$ cat config.mk
export PLATFORM = sky130hd
export DESIGN_NAME = prf_sequencer
export DESIGN_NICKNAME = d
export VERILOG_FILES = /design/src/rtl/prf_pkg.sv /design/src/rtl/prf_cfg_regs.sv /design/src/rtl/prf_sequencer.sv
export SDC_FILE = /design/constraint.sdc
export NUM_CORES = 1
export LEC_CHECK = 0
export BUFFER_PORTS_ARGS = -buffer_cell sky130_fd_sc_hd__buf_4
export CAP_MARGIN = 20
export CORE_ASPECT_RATIO = 2
export CORE_UTILIZATION = 38
export DETAILED_ROUTE_END_ITERATION = 8
export HOLD_SLACK_MARGIN = 0.15
export MAX_ROUTING_LAYER = met4
export PLACE_DENSITY = 0.64
export SYNTH_ARGS = -nofsm -noshare
export SYNTH_HDL_FRONTEND = slang
export SYNTH_SLANG_ARGS = --single-unit
$ cat constraint.sdc
create_clock -name CLK_64MHz -period 8.8 [get_ports CLK_64MHz]
set_clock_uncertainty 0.15 [all_clocks]
set_input_delay 1.32 -clock CLK_64MHz [delete_from_list [all_inputs] [get_ports CLK_64MHz]]
set_output_delay 1.32 -clock CLK_64MHz [all_outputs]
set_load 0.05 [all_outputs]
$ cat src/rtl/prf_pkg.sv
// prf_pkg: shared types and constants for the pulse-repetition sequencer.
package prf_pkg;
  localparam int PRF_CNT_W      = 16;
  localparam int PRF_MIN_PERIOD = 32;
  localparam logic [1:0] REG_BURST  = 2'd0;
  localparam logic [1:0] REG_DELAY  = 2'd1;
  localparam logic [1:0] REG_GATE   = 2'd2;
  localparam logic [1:0] REG_PERIOD = 2'd3;
  typedef enum logic [2:0] {IDLE, BURST, DELAY, GATE, HOLD} state_e;
endpackage

$ cat src/rtl/prf_cfg_regs.sv
// prf_cfg_regs: shadow timing registers, legality check and boundary load into the active set.
module prf_cfg_regs
  import prf_pkg::*;
#(
  parameter int CNT_W      = PRF_CNT_W,
  parameter int MIN_PERIOD = PRF_MIN_PERIOD
) (
  input  logic             clk,
  input  logic             rst_n,
  input  logic             cfg_wr,
  input  logic [1:0]       cfg_addr,
  input  logic [CNT_W-1:0] cfg_data,
  input  logic             load_req,
  output logic [CNT_W-1:0] act_burst,
  output logic [CNT_W-1:0] act_delay,
  output logic [CNT_W-1:0] act_gate,
  output logic [CNT_W-1:0] act_period,
  output logic [CNT_W-1:0] nxt_burst,
  output logic [CNT_W-1:0] nxt_delay,
  output logic [CNT_W-1:0] nxt_gate,
  output logic [CNT_W-1:0] nxt_period,
  output logic             err_cfg
);
  logic [CNT_W-1:0] sh_b_q, sh_b_d, sh_d_q, sh_d_d, sh_g_q, sh_g_d, sh_p_q, sh_p_d;
  logic [CNT_W-1:0] act_b_q, act_d_q, act_g_q, act_p_q;
  logic [CNT_W+1:0] sum;
  logic             pend_q, pend_d, err_q, err_d, legal, load;
  always_comb begin
    sh_b_d = (cfg_wr && cfg_addr == REG_BURST)  ? cfg_data : sh_b_q;
    sh_d_d = (cfg_wr && cfg_addr == REG_DELAY)  ? cfg_data : sh_d_q;
    sh_g_d = (cfg_wr && cfg_addr == REG_GATE)   ? cfg_data : sh_g_q;
    sh_p_d = (cfg_wr && cfg_addr == REG_PERIOD) ? cfg_data : sh_p_q;
    sum    = {2'b00, sh_b_q} + {2'b00, sh_d_q} + {2'b00, sh_g_q};
    legal  = (sum < {2'b00, sh_p_q}) && (sh_p_q >= CNT_W'(MIN_PERIOD));
    // Only a shadow touched since the last attempt is checked, so reset leaves err_cfg low.
    load   = load_req && pend_q;
    pend_d = cfg_wr || (pend_q && !load);
    err_d  = err_q || (load && !legal);
    nxt_burst  = (load && legal) ? sh_b_q : act_b_q;
    nxt_delay  = (load && legal) ? sh_d_q : act_d_q;
    nxt_gate   = (load && legal) ? sh_g_q : act_g_q;
    nxt_period = (load && legal) ? sh_p_q : act_p_q;
  end
  always_ff @(posedge clk or negedge rst_n) begin
    if (!rst_n) begin
      sh_b_q  <= '0;
      sh_d_q  <= '0;
      sh_g_q  <= '0;
      sh_p_q  <= '0;
      act_b_q <= '0;
      act_d_q <= '0;
      act_g_q <= '0;
      act_p_q <= '0;
      pend_q  <= 1'b0;
      err_q   <= 1'b0;
    end else begin
      sh_b_q  <= sh_b_d;
      sh_d_q  <= sh_d_d;
      sh_g_q  <= sh_g_d;
      sh_p_q  <= sh_p_d;
      act_b_q <= nxt_burst;
      act_d_q <= nxt_delay;
      act_g_q <= nxt_gate;
      act_p_q <= nxt_period;
      pend_q  <= pend_d;
      err_q   <= err_d;
    end
  end
  assign act_burst  = act_b_q;
  assign act_delay  = act_d_q;
  assign act_gate   = act_g_q;
  assign act_period = act_p_q;
  assign err_cfg    = err_q;
endmodule

$ cat src/rtl/prf_sequencer.sv
// prf_sequencer: per-firing burst/ADC/sample-gate enables on a programmable PRF period,
// throttled by the sample FIFO almost-full flag.
module prf_sequencer
  import prf_pkg::*;
#(
  parameter int CNT_W      = PRF_CNT_W,
  parameter int MIN_PERIOD = PRF_MIN_PERIOD
) (
  input  logic             CLK_64MHz,
  input  logic             nRESET,
  input  logic             nENABLE,
  input  logic             cfg_wr,
  input  logic [1:0]       cfg_addr,
  input  logic [CNT_W-1:0] cfg_data,
  input  logic             fifo_afull,
  output logic             BURST_EN,
  output logic             ADC_EN,
  output logic             SMPL_EN,
  output logic             prf_tick,
  output logic             halted,
  output logic             err_cfg
);
  localparam logic [CNT_W-1:0] ONE = CNT_W'(1);
  state_e           state_q, state_d;
  logic [1:0]       sync_q, sync_d;
  logic [CNT_W-1:0] cnt_q, cnt_d;
  logic             halt_q, halt_d, burst_q, burst_d, adc_q, adc_d, smpl_q, smpl_d;
  logic [CNT_W-1:0] b_q, d_q, g_q, p_q, b_n, d_n, g_n, p_n;
  logic             run, en, wrap, start, load_req;
  prf_cfg_regs #(.CNT_W(CNT_W), .MIN_PERIOD(MIN_PERIOD)) u_cfg (
    .clk(CLK_64MHz), .rst_n(nRESET), .cfg_wr(cfg_wr), .cfg_addr(cfg_addr), .cfg_data(cfg_data),
    .load_req(load_req),
    .act_burst(b_q), .act_delay(d_q), .act_gate(g_q), .act_period(p_q),
    .nxt_burst(b_n), .nxt_delay(d_n), .nxt_gate(g_n), .nxt_period(p_n),
    .err_cfg(err_cfg)
  );
  // Phase owning position c of a period; zero-length phases simply never match.
  function automatic state_e phase(input logic [CNT_W-1:0] c, b, d, g);
    logic [CNT_W+1:0] c2, e1, e2, e3;
    c2 = {2'b00, c};
    e1 = {2'b00, b};
    e2 = e1 + {2'b00, d};
    e3 = e2 + {2'b00, g};
    return (c2 < e1) ? BURST : (c2 < e2) ? DELAY : (c2 < e3) ? GATE : HOLD;
  endfunction
  always_comb begin
    sync_d   = {sync_q[0], nENABLE};
    run      = state_q != IDLE;
    en       = !sync_q[1];
    wrap     = run && cnt_q == p_q - ONE;
    load_req = wrap || (!run && en);
    start    = wrap || (!run && en && p_n != '0);
  end
  always_comb begin
    state_d = state_q;
    cnt_d   = cnt_q;
    halt_d  = halt_q;
    if (run && !en) begin
      state_d = IDLE;
      cnt_d   = '0;
      halt_d  = 1'b0;
    end else if (start) begin
      cnt_d   = '0;
      halt_d  = fifo_afull;
      state_d = fifo_afull ? HOLD : phase('0, b_n, d_n, g_n);
    end else if (run) begin
      cnt_d   = cnt_q + ONE;
      state_d = halt_q ? HOLD : phase(cnt_q + ONE, b_q, d_q, g_q);
    end
  end
  always_comb begin
    burst_d = state_q == BURST;
    adc_d   = state_q == DELAY || state_q == GATE;
    smpl_d  = state_q == GATE;
  end
  always_ff @(posedge CLK_64MHz or negedge nRESET) begin
    if (!nRESET) begin
      sync_q  <= '0;
      state_q <= IDLE;
      cnt_q   <= '0;
      halt_q  <= 1'b0;
      burst_q <= 1'b0;
      adc_q   <= 1'b0;
      smpl_q  <= 1'b0;
    end else begin
      sync_q  <= sync_d;
      state_q <= state_d;
      cnt_q   <= cnt_d;
      halt_q  <= halt_d;
      burst_q <= burst_d;
      adc_q   <= adc_d;
      smpl_q  <= smpl_d;
    end
  end
  assign BURST_EN = burst_q;
  assign ADC_EN   = adc_q;
  assign SMPL_EN  = smpl_q;
  assign prf_tick = run && cnt_q == '0;
  assign halted   = halt_q;
endmodule

# ---- Word level (Yosys, flattened, before mapping)
# Cells that the tools add are included.
dict set report word_totals {
  in_bits 23
  register_bits 155
}
dict set report op_classes {
  n_mux 20
  n_eq_ne 7
  reduce_logical 29
  n_lt_le_gt_ge 8
  n_addsub 8
}
# op count
set op_table {}
lappend op_table {{two-way mux 16 bit} 7}
lappend op_table {{adder 16 x 16 -> 17 bit} 3}
lappend op_table {{adder 17 x 16 -> 18 bit} 2}
lappend op_table {{two-way mux 3 bit} 11}
lappend op_table {{adder 18 x 16 -> 18 bit} 1}
lappend op_table {{less-than comparator 1 x 18 -> 1 bit, first input constant} 1}
lappend op_table {{less-than comparator 16 x 18 -> 1 bit} 1}
lappend op_table {{less-than comparator 18 x 16 -> 1 bit} 1}
lappend op_table {{less-than comparator 1 x 17 -> 1 bit, first input constant} 1}
lappend op_table {{less-than comparator 16 x 17 -> 1 bit} 1}
lappend op_table {{adder 16 x 1 -> 16 bit, second input constant} 1}
lappend op_table {{== test 16 bit} 1}
lappend op_table {{greater-or-equal comparator 16 x 6 -> 1 bit, second input constant} 1}
lappend op_table {{zero test 16 bit} 1}
lappend op_table {{less-than comparator 1 x 16 -> 1 bit, first input constant} 1}
lappend op_table {{less-than comparator 16 bit} 1}
lappend op_table {{nonzero test 16 bit} 1}
lappend op_table {{subtractor 16 x 1 -> 16 bit, second input constant} 1}
lappend op_table {{logical AND 1 bit} 14}
lappend op_table {{== test 3 x 2 -> 1 bit, second input constant} 2}
lappend op_table {{nonzero test 3 bit} 2}
lappend op_table {{logical OR 1 bit} 5}
lappend op_table {{== test 2 bit, second input constant} 2}
lappend op_table {{zero test 1 bit} 4}
lappend op_table {{other kinds (5)} 6}

# ---- Longest topological paths before layout
dict set report logic_depth {
  depth_word 16
  ltp_mapped 47
}

# ---- By module
# A second synthesis with hierarchy kept.
dict set report hier_totals {
  hier_cells 1241
  hier_area_um2 12669.7
}
# module area_per_inst_um2 cells_per_inst instances
set by_module_without_submodules {}
lappend by_module_without_submodules {prf_cfg_regs 6518.8 454 1}
lappend by_module_without_submodules {prf_sequencer 6150.9 787 1}

# ---- Worst setup path before layout
# OpenSTA, ideal clock, no wires.
dict set report synth_timing {
  path_type {flip-flop to flip-flop}
  start {register u_cfg.sh_d_q[1]}
  end {register state_q[2]}
  setup_time_ps 76
  path_stages_with_launch 46
  path_buffers 3
  path_slack_ps 137
  t_arrival_ps 8437
  required_ps 8574
  path_cell_list {dfrtp_1 -> ha_1 -> a21o_1 -> a21oi_1 -> nor2b_1 -> o21ai_0 -> a211oi_1 -> nor2_1 -> a21oi_1 -> xor2_1 -> ha_1 -> and4_1 -> a221oi_1 -> o21ai_0 -> o21ai_0 -> nand2_1 -> a21oi_1 -> xnor2_1 -> (+10 left out) -> or2_2 -> a21o_1 -> a31o_2 -> a21oi_1 -> o21ai_0 -> a31oi_1 -> xnor2_1 -> ha_1 -> nor3_1 -> nand2_1 -> a211oi_1 -> o2111ai_1 -> nor4_1 -> o2111ai_1 -> a2111o_1 -> nor4bb_1 -> a21oi_1 -> o21ai_1}
}
dict set report synth_via {
  elab_chain_len 15
  elab_cells_between_ends 24
}
# element line_no
set synth_rtl {}
lappend synth_rtl {{start, declared} prf_cfg_regs.sv:24} ;# logic [CNT_W-1:0] sh_b_q, sh_b_d, sh_d_q, sh_d_d, sh_g_q, sh_g_d, sh_p_q, sh_p_d;
lappend synth_rtl {{start signal, assigned} prf_cfg_regs.sv:47} ;# sh_d_q <= '0;
lappend synth_rtl {{start signal, assigned} prf_cfg_regs.sv:58} ;# sh_d_q <= sh_d_d;
lappend synth_rtl {{adder 16 x 16 -> 17 bit (*)} prf_cfg_regs.sv:33} ;# sum = {2'b00, sh_b_q} + {2'b00, sh_d_q} + {2'b00, sh_g_q};
lappend synth_rtl {{adder 18 x 16 -> 18 bit (*)} prf_cfg_regs.sv:33}
lappend synth_rtl {{less-than comparator 18 x 16 -> 1 bit (*)} prf_cfg_regs.sv:34} ;# legal = (sum < {2'b00, sh_p_q}) && (sh_p_q >= CNT_W'(MIN_PERIOD));
lappend synth_rtl {{logical AND 1 bit (*)} prf_cfg_regs.sv:34}
lappend synth_rtl {{logical AND 1 bit (*)} prf_cfg_regs.sv:39} ;# nxt_burst = (load && legal) ? sh_b_q : act_b_q;
lappend synth_rtl {{two-way mux 16 bit (*)} prf_cfg_regs.sv:39}
lappend synth_rtl {{via b_n[4]} prf_sequencer.sv:28} ;# logic [CNT_W-1:0] b_q, d_q, g_q, p_q, b_n, d_n, g_n, p_n;
lappend synth_rtl {{adder 16 x 16 -> 17 bit} prf_sequencer.sv:42} ;# e2 = e1 + {2'b00, d};
lappend synth_rtl {{adder 17 x 16 -> 18 bit} prf_sequencer.sv:43} ;# e3 = e2 + {2'b00, g};
lappend synth_rtl {{less-than comparator 1 x 18 -> 1 bit} prf_sequencer.sv:44} ;# return (c2 < e1) ? BURST : (c2 < e2) ? DELAY : (c2 < e3) ? GATE : HOLD;
lappend synth_rtl {{two-way mux 3 bit (2 in series)} prf_sequencer.sv:44}
lappend synth_rtl {{two-way mux 3 bit (*)} prf_sequencer.sv:44}
lappend synth_rtl {{two-way mux 3 bit (*)} prf_sequencer.sv:65} ;# state_d = fifo_afull ? HOLD : phase('0, b_n, d_n, g_n);
lappend synth_rtl {{two-way mux 3 bit (*)} prf_sequencer.sv:62} ;# end else if (start) begin
lappend synth_rtl {{two-way mux 3 bit (*)} prf_sequencer.sv:58} ;# if (run && !en) begin
lappend synth_rtl {{end signal, assigned} prf_sequencer.sv:87} ;# state_q <= state_d;
lappend synth_rtl {{end, declared} prf_sequencer.sv:24} ;# state_e state_q, state_d;
# Mark *: on every way through the listed nets, which the timed path passes. The rest lies on a longest branch.
# A chain may end at the register's enable or synchronous reset.

# ---- Final worst setup path
dict set report layout_timing {
  start {register u_cfg.sh_d_q[0]}
  end {register state_q[2]}
}
dict set report layout_via {
  elab_chain_len 15
  elab_cells_between_ends 24
}
# element line_no
set layout_rtl {}
lappend layout_rtl {{adder 16 x 16 -> 17 bit (*)} prf_cfg_regs.sv:33}
lappend layout_rtl {{adder 18 x 16 -> 18 bit (*)} prf_cfg_regs.sv:33}
lappend layout_rtl {{less-than comparator 18 x 16 -> 1 bit (*)} prf_cfg_regs.sv:34}
lappend layout_rtl {{logical AND 1 bit (*)} prf_cfg_regs.sv:34}
lappend layout_rtl {{logical AND 1 bit (*)} prf_cfg_regs.sv:40} ;# nxt_delay = (load && legal) ? sh_d_q : act_d_q;
lappend layout_rtl {{two-way mux 16 bit (*)} prf_cfg_regs.sv:40}
lappend layout_rtl {{via d_n[8]} prf_sequencer.sv:28}
lappend layout_rtl {{adder 16 x 16 -> 17 bit (*)} prf_sequencer.sv:42}
lappend layout_rtl {{adder 17 x 16 -> 18 bit} prf_sequencer.sv:43}
lappend layout_rtl {{less-than comparator 1 x 18 -> 1 bit} prf_sequencer.sv:44}
lappend layout_rtl {{two-way mux 3 bit} prf_sequencer.sv:44}
lappend layout_rtl {{two-way mux 3 bit (*) (2 in series)} prf_sequencer.sv:44}
lappend layout_rtl {{two-way mux 3 bit (*)} prf_sequencer.sv:65}
lappend layout_rtl {{two-way mux 3 bit (*)} prf_sequencer.sv:62}
lappend layout_rtl {{two-way mux 3 bit (*)} prf_sequencer.sv:58}
# Marked as above.

==> flow_summary.rst <==
.. list-table::
   :header-rows: 1

   * - Metric
     - Value
   * - Max-cap violations
     - 0
   * - WL final
     - 43.5 mm
   * - Clock input transition at the sequential cells of the worst setup and hold paths
     - ~0.070 ns
   * - Total clock buffers created by CTS
     - 17
   * - CP Buf/Inv Count
     - 8
   * - Reg2Reg Setup Slack
     - -0.22 ns
   * - Tightest Pin Transition
     - around 1.1 ns
   * - Total core area
     - between 0.03 and 0.04 mm2
   * - Worst hold stages
     - 0
   * - Die width
     - 131 um
   * - Layout cell share with drive strength beyond 1
     - between 30 and 40%
   * - Maximum buffer depth of the clock tree
     - 2
   * - Final count of pins violating max slew
     - 0
   * - Routed wl met2
     - between 20 and 25 mm
   * - CP required
     - about 9 ns
   * - Clock root buffer
     - clkbuf_16
   * - Headroom to the max-slew limit
     - approximately a quarter
   * - Area delta synth->final
     - 27.1%
   * - Post-Synthesis Cells
     - roughly 1300
   * - Warnings, synthesis
     - 0
   * - Post-synth cell types
     - 76
   * - Total number of placement rows
     - 94
   * - Post-synthesis instance area
     - 0.0127 mm2
   * - Worst reg2reg path depth
     - 44
   * - Dominant cell type by count on the critical path
     - a21o_1
   * - Detail-routed via count per cell
     - 5.69
   * - Worst slack, placed
     - -0.914 ns
   * - Die area
     - roughly 0.034 mm2
   * - Hold worst-path end
     - sync_q[1]
   * - Number of antenna diodes
     - 0
   * - Die Ht
     - ~260 um
   * - Violations in the final reports
     - setup timing
   * - Global-route wire length before repair
     - 65.7 mm
   * - Min-Delay Path Class
     - reg -> reg
   * - Most frequent cells in the layout
     - buf_4 (211), dfrtp_1 (155), ha_1 (146), inv_1 (83), mux2_2 (67)
   * - Setup Viol. Count Final
     - 3
   * - Critical Path Start
     - u_cfg.sh_d_q[0]
   * - Shortest clock period the worst path allows after layout
     - approximately 9.0 ns
   * - Flip-flop cell with the highest count after synthesis
     - dfrtp_1
   * - Worst path setup slack after routing
     - -0.223 ns
   * - DP HPWL
     - ~34 mm
   * - Peak per-stage delay on the critical path
     - 0.54 ns
   * - Run status
     - complete, but fails checks
   * - Residual overflow from global routing
     - 0
   * - Post-detailed-route wirelength per cell
     - roughly 22 um
   * - Post-layout utilization of the core
     - between 40 and 50%
   * - Top Layer Used
     - met4
   * - Routed length on met1
     - between 10 and 15 mm
   * - Number of register bits inferred by synthesis
     - 155
   * - Number of port buffers
     - 28
   * - Number of global-route vias before repair
     - around 12000
   * - First drt pass iteration count
     - 5
   * - Detailed route wirelength on metal3
     - roughly 980 um
   * - Clock H-tree levels
     - 4
   * - Post-Syn Nets
     - between 1000 and 1500
   * - I/O pin cnt
     - 29
   * - Top achievable clock speed
     - 111 MHz
   * - Worst skew pair latency
     - ~0.46 ns
   * - Starting density of the core
     - a little under 40%
   * - Pin count of the biggest net entering global routing
     - 81
   * - Startpoint kind of the worst setup timing path
     - flop
   * - Crit path arrival time
     - roughly 9.3 ns
   * - Most common library cell in the layout ignoring fill and taps
     - buf_4
   * - Total Nets Final
     - between 1500 and 2000
   * - Synthesized area per cell
     - 9.75 um2
   * - Slowest cell on the critical path
     - or4_4
   * - Final Cycle Share
     - 103%
   * - Reg-to-Reg End
     - state_q[2]
   * - Critical path's top delay family
     - compound AO/OA/AOI/OAI gates
   * - Highest net fanout along the worst path
     - 6
   * - Hold violation count in the final report
     - 0
   * - Vias post-DR
     - 11200
   * - First-iteration detailed-routing DRC count
     - 611
   * - Critical setup path kind
     - reg -> reg
   * - R2R Path Start
     - u_cfg.sh_d_q[0]
   * - Number of antenna violations at the first check in global routing
     - 0
   * - Number of remaining DRC errors
     - 0
   * - Fraction of synthesis flops using an asynchronous set or reset pin
     - 100%
   * - GRT Total Usage
     - about a quarter
   * - Number of enable flip-flop cells after synthesis
     - 0
   * - Clk sinks
     - between 150 and 200
   * - Worst hold slack
     - about 0.22 ns
   * - Routability cong.
     - approximately 0.96
   * - Post-DRT Antenna Nets
     - 0
   * - Startpoint of the most critical hold path
     - sync_q[0]
   * - Unrepaired setup endpoints after global routing
     - true
   * - CP Capture Type
     - flop
   * - Sequential area share after synthesis
     - between 30% and 40%
   * - Clock tree from TritonCTS
     - built
## worst register-to-register path, delay by kind of cell (launching register included)
family	cells	cell delay, ns
compound gates	19	3.36
xor+xnor	3	0.49
fa+ha+maj	6	1.63
buf+inv	8	1.10
flops	1	0.36
mux	1	0.32
simple gates	7	1.56
## routing by layer
layer | global-route usage [%] | up-vias
met2 | 50.9 | 258
met5 | - | -
met1 | 22.7 | 5490
met3 | 3.13 | 172
met4 | 21.9 | 0
li1 | - | 5256
## what timing repair did
item	CTS	global route
hold buffers	0	0
pin swaps	64	54
gates cloned	2	0
resized for setup	91	58
endpoints found under the setup margin	3	3
hold endpoints to repair	0	0
buffers inserted	20	6
## worst max path at each step
stage,cells after the start,endpoint,slack (ns)
detailed placement,44,state_q[0],-0.91
floorplan,45,state_q[2],0.14
CTS,46,state_q[2],-0.31
finish,44,state_q[2],-0.22
global placement,43,state_q[0],-0.75
global route,44,state_q[2],-0.67
## synthesized netlist by cell type, drive strengths merged (5+ instances only)
cell	number	area [um2]
nor4	26	178
or3	14	87.6
o21a	22	165
or4	9	78.8
a211o	5	43.8
nand4	6	37.5
mux2i	5	50.1
nand2	67	251
clkbuf	20	75.1
o31a	5	43.8
dfrtp	155	3880
nor3	28	145
xor2	37	324
a21oi	78	390
o21bai	8	60.1
o21ai	79	395
nand2b	27	169
and3	8	50.1
nand3b	10	75.1
fa	6	120
nor2	65	246
and2	7	43.8
a21o	37	278
mux2	111	1420
nand3	22	110
ha	161	2010
a31oi	10	62.6
buf	8	77.6
or2	9	56.3
o211ai	9	67.6
a22o	6	52.6
a211oi	17	128
inv	85	319
nor2b	18	113
xnor2	50	438
o2111ai	7	67.6
## state kept, by name, indices dropped and copies added (netlist names), 2 cells and up
name	cells
cnt_q	16
state_q	3
sync_q	2
u_cfg.act_burst	16
u_cfg.act_delay	16
u_cfg.act_gate	16
u_cfg.act_period	16
u_cfg.sh_b_q	16
u_cfg.sh_d_q	16
u_cfg.sh_g_q	16
u_cfg.sh_p_q	16
## stage by stage
step	std cells	TNS, ns	area (um2)
2_1_floorplan	1301	0	12700
3_3_place_gp	1905	-2.21	14600
3_5_place_dp	1905	-2.70	14600
4_1_cts	1959	-0.820	15800
5_1_grt	1965	-1.65	16100
6_report	1965	-0.491	16100
## area by class of cell
| class | instances | area, um2 |
|---|---|---|
| multi-input cells | 1034 | 9010 |
| repair buffers | 227 | 1790 |
| inverters | 85 | 322 |
| fillers | 2997 | 16800 |
| flip-flops and latches | 155 | 3880 |
| clock buffers | 17 | 425 |
| well taps | 432 | 541 |
| clock inverters | 15 | 154 |
## logic make-up after synthesis
kind of cell / share of synthesized area [%]
compound gates: 17.4
simple gates: 13.9
fa+ha+maj: 16.8
flops: 30.6
mux: 11.5
buf+inv: 3.72
xor+xnor: 6.01
Power is left out: the tool's default activity adds up to more than one toggle a clock period on the data nets, which glitch-free logic cannot reach.
